--- src/rtl/ram_pkg.sv ---
// Shared definitions for the true dual-port RAM.
//   RD_FIRST / WR_FIRST : encodings for the same-port read-during-write mode
//   be_merge_byte       : one byte of a byte-enable merge (new byte if enabled, else old)
package ram_pkg;

  localparam int RD_FIRST = 0;
  localparam int WR_FIRST = 1;

  function automatic logic [7:0] be_merge_byte(input logic [7:0] old_b,
                                               input logic [7:0] new_b,
                                               input logic       en);
    return en ? new_b : old_b;
  endfunction

endpackage

--- src/rtl/ram_out_stage.sv ---
// Optional per-port output register for the dual-port RAM.
//   clk, rst          : clock, async active-high reset
//   in_vld, in_data   : read result from the array stage
//   out_vld, out_data : registered result; data only moves when a valid result arrives
module ram_out_stage #(
  parameter int DATA_W = 8
) (
  input  logic              clk,
  input  logic              rst,
  input  logic              in_vld,
  input  logic [DATA_W-1:0] in_data,
  output logic              out_vld,
  output logic [DATA_W-1:0] out_data
);

  always_ff @(posedge clk or posedge rst) begin
    if (rst) begin
      out_vld  <= 1'b0;
      out_data <= '0;
    end else begin
      out_vld <= in_vld;
      if (in_vld) out_data <= in_data;
    end
  end

endmodule

--- src/rtl/true_dual_port_ram.sv ---
// True dual-port synchronous RAM with byte enables, selectable same-port
// read-during-write behaviour, optional output register and a collision flag.
//   clk, rst                     : clock, async active-high reset (array not reset)
//   {a,b}_en/_we/_be/_addr/_wdata: per-port access request
//   {a,b}_rdata, {a,b}_rvalid    : per-port read result and its one-cycle strobe
//   collision                    : registered pulse, same address on both ports with a write
module true_dual_port_ram
  import ram_pkg::*;
#(
  parameter int DATA_W    = 8,
  parameter int ADDR_W    = 3,
  parameter int READ_MODE = 0,
  parameter int OUT_REG   = 0
) (
  input  logic                clk,
  input  logic                rst,
  input  logic                a_en,
  input  logic                a_we,
  input  logic [DATA_W/8-1:0] a_be,
  input  logic [ADDR_W-1:0]   a_addr,
  input  logic [DATA_W-1:0]   a_wdata,
  output logic [DATA_W-1:0]   a_rdata,
  output logic                a_rvalid,
  input  logic                b_en,
  input  logic                b_we,
  input  logic [DATA_W/8-1:0] b_be,
  input  logic [ADDR_W-1:0]   b_addr,
  input  logic [DATA_W-1:0]   b_wdata,
  output logic [DATA_W-1:0]   b_rdata,
  output logic                b_rvalid,
  output logic                collision
);

  localparam int DEPTH = 2 ** ADDR_W;
  localparam int NB    = DATA_W / 8;

  if (DATA_W % 8 != 0) begin : g_bad_width
    $error("true_dual_port_ram: DATA_W (%0d) must be a multiple of 8", DATA_W);
  end

  logic [DATA_W-1:0] mem [DEPTH];

  // A write with no byte enabled is treated as a pure read everywhere,
  // including the collision check.
  logic a_wr, b_wr;
  assign a_wr = a_en & a_we & (|a_be);
  assign b_wr = b_en & b_we & (|b_be);

  logic [DATA_W-1:0] a_old, b_old, a_merged, b_merged, a_rd_next, b_rd_next;
  assign a_old = mem[a_addr];
  assign b_old = mem[b_addr];

  always_comb begin
    a_merged = a_old;
    b_merged = b_old;
    for (int i = 0; i < NB; i++) begin
      a_merged[8*i +: 8] = be_merge_byte(a_old[8*i +: 8], a_wdata[8*i +: 8], a_wr & a_be[i]);
      b_merged[8*i +: 8] = be_merge_byte(b_old[8*i +: 8], b_wdata[8*i +: 8], b_wr & b_be[i]);
    end
  end

  // Write-first only sees its own port's write; the other port's write on
  // the same edge is never forwarded, so a cross-port reader gets old data.
  assign a_rd_next = (READ_MODE == WR_FIRST) ? a_merged : a_old;
  assign b_rd_next = (READ_MODE == WR_FIRST) ? b_merged : b_old;

  // Port A is written last so it wins bytes enabled on both ports.
  always_ff @(posedge clk) begin
    if (!rst) begin
      for (int i = 0; i < NB; i++)
        if (b_wr && b_be[i]) mem[b_addr][8*i +: 8] <= b_wdata[8*i +: 8];
      for (int i = 0; i < NB; i++)
        if (a_wr && a_be[i]) mem[a_addr][8*i +: 8] <= a_wdata[8*i +: 8];
    end
  end

  logic [DATA_W-1:0] a_rd1, b_rd1;
  logic              a_vld1, b_vld1;

  always_ff @(posedge clk or posedge rst) begin
    if (rst) begin
      a_rd1     <= '0;
      b_rd1     <= '0;
      a_vld1    <= 1'b0;
      b_vld1    <= 1'b0;
      collision <= 1'b0;
    end else begin
      a_vld1    <= a_en;
      b_vld1    <= b_en;
      if (a_en) a_rd1 <= a_rd_next;
      if (b_en) b_rd1 <= b_rd_next;
      collision <= a_en & b_en & (a_addr == b_addr) & (a_wr | b_wr);
    end
  end

  if (OUT_REG != 0) begin : g_oreg
    ram_out_stage #(.DATA_W(DATA_W)) u_out_a (
      .clk(clk), .rst(rst), .in_vld(a_vld1), .in_data(a_rd1),
      .out_vld(a_rvalid), .out_data(a_rdata)
    );
    ram_out_stage #(.DATA_W(DATA_W)) u_out_b (
      .clk(clk), .rst(rst), .in_vld(b_vld1), .in_data(b_rd1),
      .out_vld(b_rvalid), .out_data(b_rdata)
    );
  end else begin : g_noreg
    assign a_rdata  = a_rd1;
    assign a_rvalid = a_vld1;
    assign b_rdata  = b_rd1;
    assign b_rvalid = b_vld1;
  end

endmodule

--- config.mk ---
export PLATFORM = sky130hd
export DESIGN_NAME = true_dual_port_ram
export DESIGN_NICKNAME = d
export VERILOG_FILES = /design/src/rtl/ram_pkg.sv /design/src/rtl/ram_out_stage.sv /design/src/rtl/true_dual_port_ram.sv
export SDC_FILE = /design/constraint.sdc
export NUM_CORES = 1
export LEC_CHECK = 0
export ABC_AREA = 1
export ABC_CLOCK_PERIOD_IN_PS = 1600
export BUFFER_PORTS_ARGS = -buffer_cell sky130_fd_sc_hd__buf_4
export CAP_MARGIN = 20
export CORE_MARGIN = 2
export CORE_UTILIZATION = 50
export CTS_CLUSTER_DIAMETER = 150
export DETAILED_ROUTE_END_ITERATION = 7
export GPL_ROUTABILITY_DRIVEN = 1
export PLACE_DENSITY = 0.69
export SYNTH_ARGS = -nofsm -noshare
export SYNTH_HDL_FRONTEND = slang
export SYNTH_SLANG_ARGS = --single-unit
--- constraint.sdc ---
create_clock -name clk -period 1.6 [get_ports clk]
set_input_delay 0.32 -clock clk [delete_from_list [all_inputs] [get_ports clk]]
set_output_delay 0.32 -clock clk [all_outputs]
set_load 0.1 [all_outputs]
==> run_summary.xml <==
<?xml version="1.0" encoding="UTF-8"?>
<metrics>
  <group name="setup_path">
    <metric name="timing.critical_path.fanout_max" unit="">2</metric>
    <metric name="kind_of_start_point_of_the_critical_path" unit="">register</metric>
    <metric name="cp-startpoint" unit="">a_rdata[7]$_DFFE_PP0P_</metric>
    <metric name="ff_to_ff_setup_slack" unit="ns">0.50</metric>
    <metric name="critical_path.endpoint_type" unit="">output pin</metric>
    <metric name="worst_r2r_startpoint" unit="">mem[5][6]$_DFFE_PP_</metric>
    <metric name="timing.critical_path.max_delay_family" unit="">flip-flops</metric>
    <metric name="r2r.worst_path.cells" unit="">8</metric>
    <metric name="timing.critical_path.buf_inv" unit="">1</metric>
    <metric name="crit_path_cell_trace" unit="">buf_4</metric>
    <metric name="crit_cells" unit="">1</metric>
    <metric name="timing.critical_path.required" unit="ns">1.28</metric>
    <metric name="critPathSlowestCell" unit="">sky130_fd_sc_hd__dfrtp_1</metric>
    <metric name="critPathKind" unit="">register to output pin</metric>
    <metric name="worst_path_largest_cell_delay" unit="ns">0.37</metric>
    <metric name="cp.arrival" unit="ns">1.03</metric>
    <metric name="worstSetupEndpoint" unit="">a_rdata[7]</metric>
    <metric name="regToRegEndpoint" unit="">b_rdata[6]$_DFFE_PP0P_</metric>
  </group>
  <group name="worst_hold_path">
    <metric name="holdCritPathClass" unit="">input port to asynchronous set/reset pin</metric>
  </group>
  <group name="place">
    <metric name="finalWeightedCongestion" unit="">0.867</metric>
    <metric name="place.detailed.hpwl" unit="um">10400</metric>
    <metric name="dpl.cell_count" unit="">866</metric>
    <metric name="place_worst_setup_slack" unit="ns">-0.0700</metric>
    <metric name="numPortBuffers" unit="">48</metric>
  </group>
  <group name="floorplan">
    <metric name="dieArea" unit="um^2">11000</metric>
    <metric name="start_util" unit="%">51.8</metric>
    <metric name="die-width" unit="um">105</metric>
    <metric name="die_h" unit="um">105</metric>
    <metric name="standard_cell_row_count" unit="">36</metric>
    <metric name="core_area" unit="um^2">9820</metric>
    <metric name="pin_count" unit="">49</metric>
  </group>
  <group name="job">
    <metric name="max_cap_violations" unit="">0</metric>
  </group>
  <group name="sta">
    <metric name="fin_ws" unit="ns">0.251</metric>
    <metric name="timing.slew.headroom" unit="%">66.9</metric>
    <metric name="final.period_utilization" unit="%">84.3</metric>
    <metric name="timing_max_transition_violations_final" unit="">0</metric>
    <metric name="fin_skew" unit="ns">0.00894</metric>
    <metric name="final_period_minus_worst_setup_slack" unit="ns">1.35</metric>
    <metric name="report.final.setup_viol" unit="">0</metric>
    <metric name="fin_setup_tns" unit="ns">0</metric>
    <metric name="tightestPinTransition" unit="ns">0.496</metric>
    <metric name="rsz0062_at_grt" unit="">no</metric>
    <metric name="finalHoldViolations" unit="">0</metric>
    <metric name="achievable-frequency" unit="MHz">741</metric>
  </group>
  <group name="cts">
    <metric name="clock_tree.buffer_depth" unit="">2</metric>
    <metric name="clock_insertion_delay_worst_skew" unit="ns">0.36</metric>
    <metric name="cts_sinks" unit="">83</metric>
    <metric name="cts_inserted_buffers" unit="">9</metric>
    <metric name="ctsHoldBuffers" unit="">0</metric>
    <metric name="clkSlewWorstSetupHoldPaths" unit="ns">0.09</metric>
    <metric name="post_cts_resized" unit="">0</metric>
    <metric name="tritoncts" unit="">yes</metric>
    <metric name="root_buffer" unit="">sky130_fd_sc_hd__clkbuf_8</metric>
    <metric name="postCtsSetupBuffers" unit="">0</metric>
    <metric name="clock_tree.htree_level_count" unit="">3</metric>
  </group>
  <group name="detailed_routing">
    <metric name="drt.antenna.violating_nets" unit="">0</metric>
    <metric name="drc" unit="">0</metric>
    <metric name="post_drt_via_cell_ratio" unit="">5.28</metric>
    <metric name="detail_route.first_pass.iterations" unit="">6</metric>
    <metric name="postRouteWirelength" unit="um">14100</metric>
    <metric name="detail_route.iter0.violations" unit="">432</metric>
    <metric name="routedWlPerCell" unit="um">16.0</metric>
    <metric name="vias" unit="">4657</metric>
  </group>
  <group name="final_layout">
    <metric name="most-common-layout-cells" unit="">sky130_fd_sc_hd__nand2_1 (452), sky130_fd_sc_hd__buf_4 (79), sky130_fd_sc_hd__edfxtp_1 (64), sky130_fd_sc_hd__o21ai_1 (55), sky130_fd_sc_hd__dfrtp_1 (19)</metric>
    <metric name="fillerInstances" unit="">920</metric>
    <metric name="layout_cells_sized_above_1" unit="%">17.6</metric>
    <metric name="area_growth_syn_to_layout" unit="%">16.7</metric>
    <metric name="nNetsFinal" unit="">774</metric>
    <metric name="fraction_of_the_core_area_covered_by_cells_at_the_end_of_the_flow" unit="%">60.4</metric>
    <metric name="instances_no_fill" unit="">882</metric>
    <metric name="antenna-diode-count" unit="">0</metric>
    <metric name="mostFrequentLayoutCell" unit="">sky130_fd_sc_hd__nand2_1</metric>
  </group>
  <group name="synthesis">
    <metric name="mappedNetlistArea" unit="um^2">5080</metric>
    <metric name="synth-seq-area-share" unit="%">47.1</metric>
    <metric name="syn_avg_cell_area" unit="um^2">7.33</metric>
    <metric name="synthDistinctLibCells" unit="">23</metric>
    <metric name="synth_fp_nets" unit="">724</metric>
    <metric name="synthesis.yosys.warnings" unit="">0</metric>
    <metric name="post_synth_inst_count" unit="">694</metric>
    <metric name="synth.ff_latch_count" unit="">83</metric>
  </group>
  <group name="global_routing">
    <metric name="pin_count_of_the_biggest_net_entering_global_routing" unit="">28</metric>
    <metric name="grt_pass1_vias" unit="">4317</metric>
    <metric name="overflow" unit="">0</metric>
    <metric name="grt.total_usage" unit="%">26.8</metric>
    <metric name="antenna_found_initial" unit="">0</metric>
    <metric name="grt_first_pass_wirelength" unit="um">22900</metric>
  </group>
  <group name="power">
    <metric name="total_power" unit="mW">5.29</metric>
    <metric name="power_leakage" unit="nW">2.98</metric>
    <metric name="power_density" unit="nW/um^2">891</metric>
    <metric name="ir_worst_vdd" unit="uV">472</metric>
  </group>
  <group name="outcome">
    <metric name="outcome" unit="">completed</metric>
  </group>
</metrics>
[worst min-delay path by stage]
| stage | start | to | depth (start not counted) |
|---|---|---|---|
| final | rst | collision$_DFF_PP0_ | 3 |
| after global routing | rst | b_rdata[4]$_DFFE_PP0P_ | 3 |
| after CTS | rst | a_rdata[1]$_DFFE_PP0P_ | 3 |
| after detailed placement | rst | a_rvalid$_DFF_PP0_ | 3 |
| after global placement | rst | a_rvalid$_DFF_PP0_ | 3 |
| after floorplan | rst | a_rdata[0]$_DFFE_PP0P_ | 1 |
[cell type report]
type,count,area [um^2],share of cell area [%]
clock inverter,7,92.6,1.56
timing repair buffer,83,673,11.3
clock buffer,9,124,2.09
inverter,17,70.1,1.18
tap,133,166,2.81
sequential,83,2400,40.4
multi-input combinational,550,2410,40.6
[per-stage QoR]
stage               cell area, um^2  hold WS, ns
global placement               5720        0.417
detailed placement             5720        0.417
global route                   5930       0.0445
CTS                            5930       0.0293
floorplan                      5120        0.171
finish                         5930       0.0259
[where the power goes]
| group | total, mW | switching, mW | internal (mW) |
|---|---|---|---|
| Sequential | 2.43 | 0.0376 | 2.40 |
| Combinational | 1.16 | 0.846 | 0.313 |
| Clock | 1.70 | 0.822 | 0.874 |
[state kept, by name, indices dropped and copies added (netlist names)]
signal	flops
mem	64
a_rdata	8
b_rdata	8
a_rvalid	1
b_rvalid	1
collision	1
[cells in the mapped netlist]
| master | n | area share, % |
|---|---|---|
| sky130_fd_sc_hd__buf_1 | 8 | 0.59 |
| sky130_fd_sc_hd__nand3_1 | 10 | 0.98 |
| sky130_fd_sc_hd__o21a_1 | 1 | 0.15 |
| sky130_fd_sc_hd__nor2_8 | 1 | 0.39 |
| sky130_fd_sc_hd__clkbuf_1 | 10 | 0.74 |
| sky130_fd_sc_hd__o21ai_1 | 56 | 5.5 |
| sky130_fd_sc_hd__o21ai_2 | 9 | 1.6 |
| sky130_fd_sc_hd__nand3_2 | 1 | 0.20 |
| sky130_fd_sc_hd__inv_2 | 3 | 0.22 |
| sky130_fd_sc_hd__buf_2 | 17 | 1.7 |
| sky130_fd_sc_hd__nand2_2 | 2 | 0.25 |
| sky130_fd_sc_hd__edfxtp_1 | 64 | 38 |
| sky130_fd_sc_hd__clkinv_1 | 1 | 0.074 |
| sky130_fd_sc_hd__nor3_1 | 1 | 0.098 |
| sky130_fd_sc_hd__nand2_1 | 452 | 33 |
| sky130_fd_sc_hd__o21ai_0 | 7 | 0.69 |
| sky130_fd_sc_hd__dfrtp_1 | 19 | 9.4 |
| sky130_fd_sc_hd__buf_4 | 3 | 0.44 |
| sky130_fd_sc_hd__inv_1 | 12 | 0.89 |
| sky130_fd_sc_hd__nand4_4 | 8 | 3.3 |
| sky130_fd_sc_hd__inv_4 | 1 | 0.12 |
| sky130_fd_sc_hd__nand4_1 | 2 | 0.25 |
| sky130_fd_sc_hd__buf_6 | 6 | 1.3 |
[worst reg2reg max path: cells and delay by family, from the launching register on]
kind / cells / cell delay, ns
and+or+nand+nor: 8 / 0.55
DFF: 1 / 0.45
[metal layers]
layer,track usage [%],part of all wire [%],up-vias
li1,-,-,2315
met1,38.5,44,2066
met2,42.1,46,252
met3,3.56,9.1,24
met4,8.38,1.8,0
met5,0,0,-
[kinds of logic after synthesis]
kind of cell | count (synthesis) | share of synthesized area [%]
compound gates | 73 | 7.90
buf+inv | 61 | 6.08
flops | 83 | 47.1
simple gates | 477 | 38.9
Note: power is estimated with default switching activity, not from simulation.
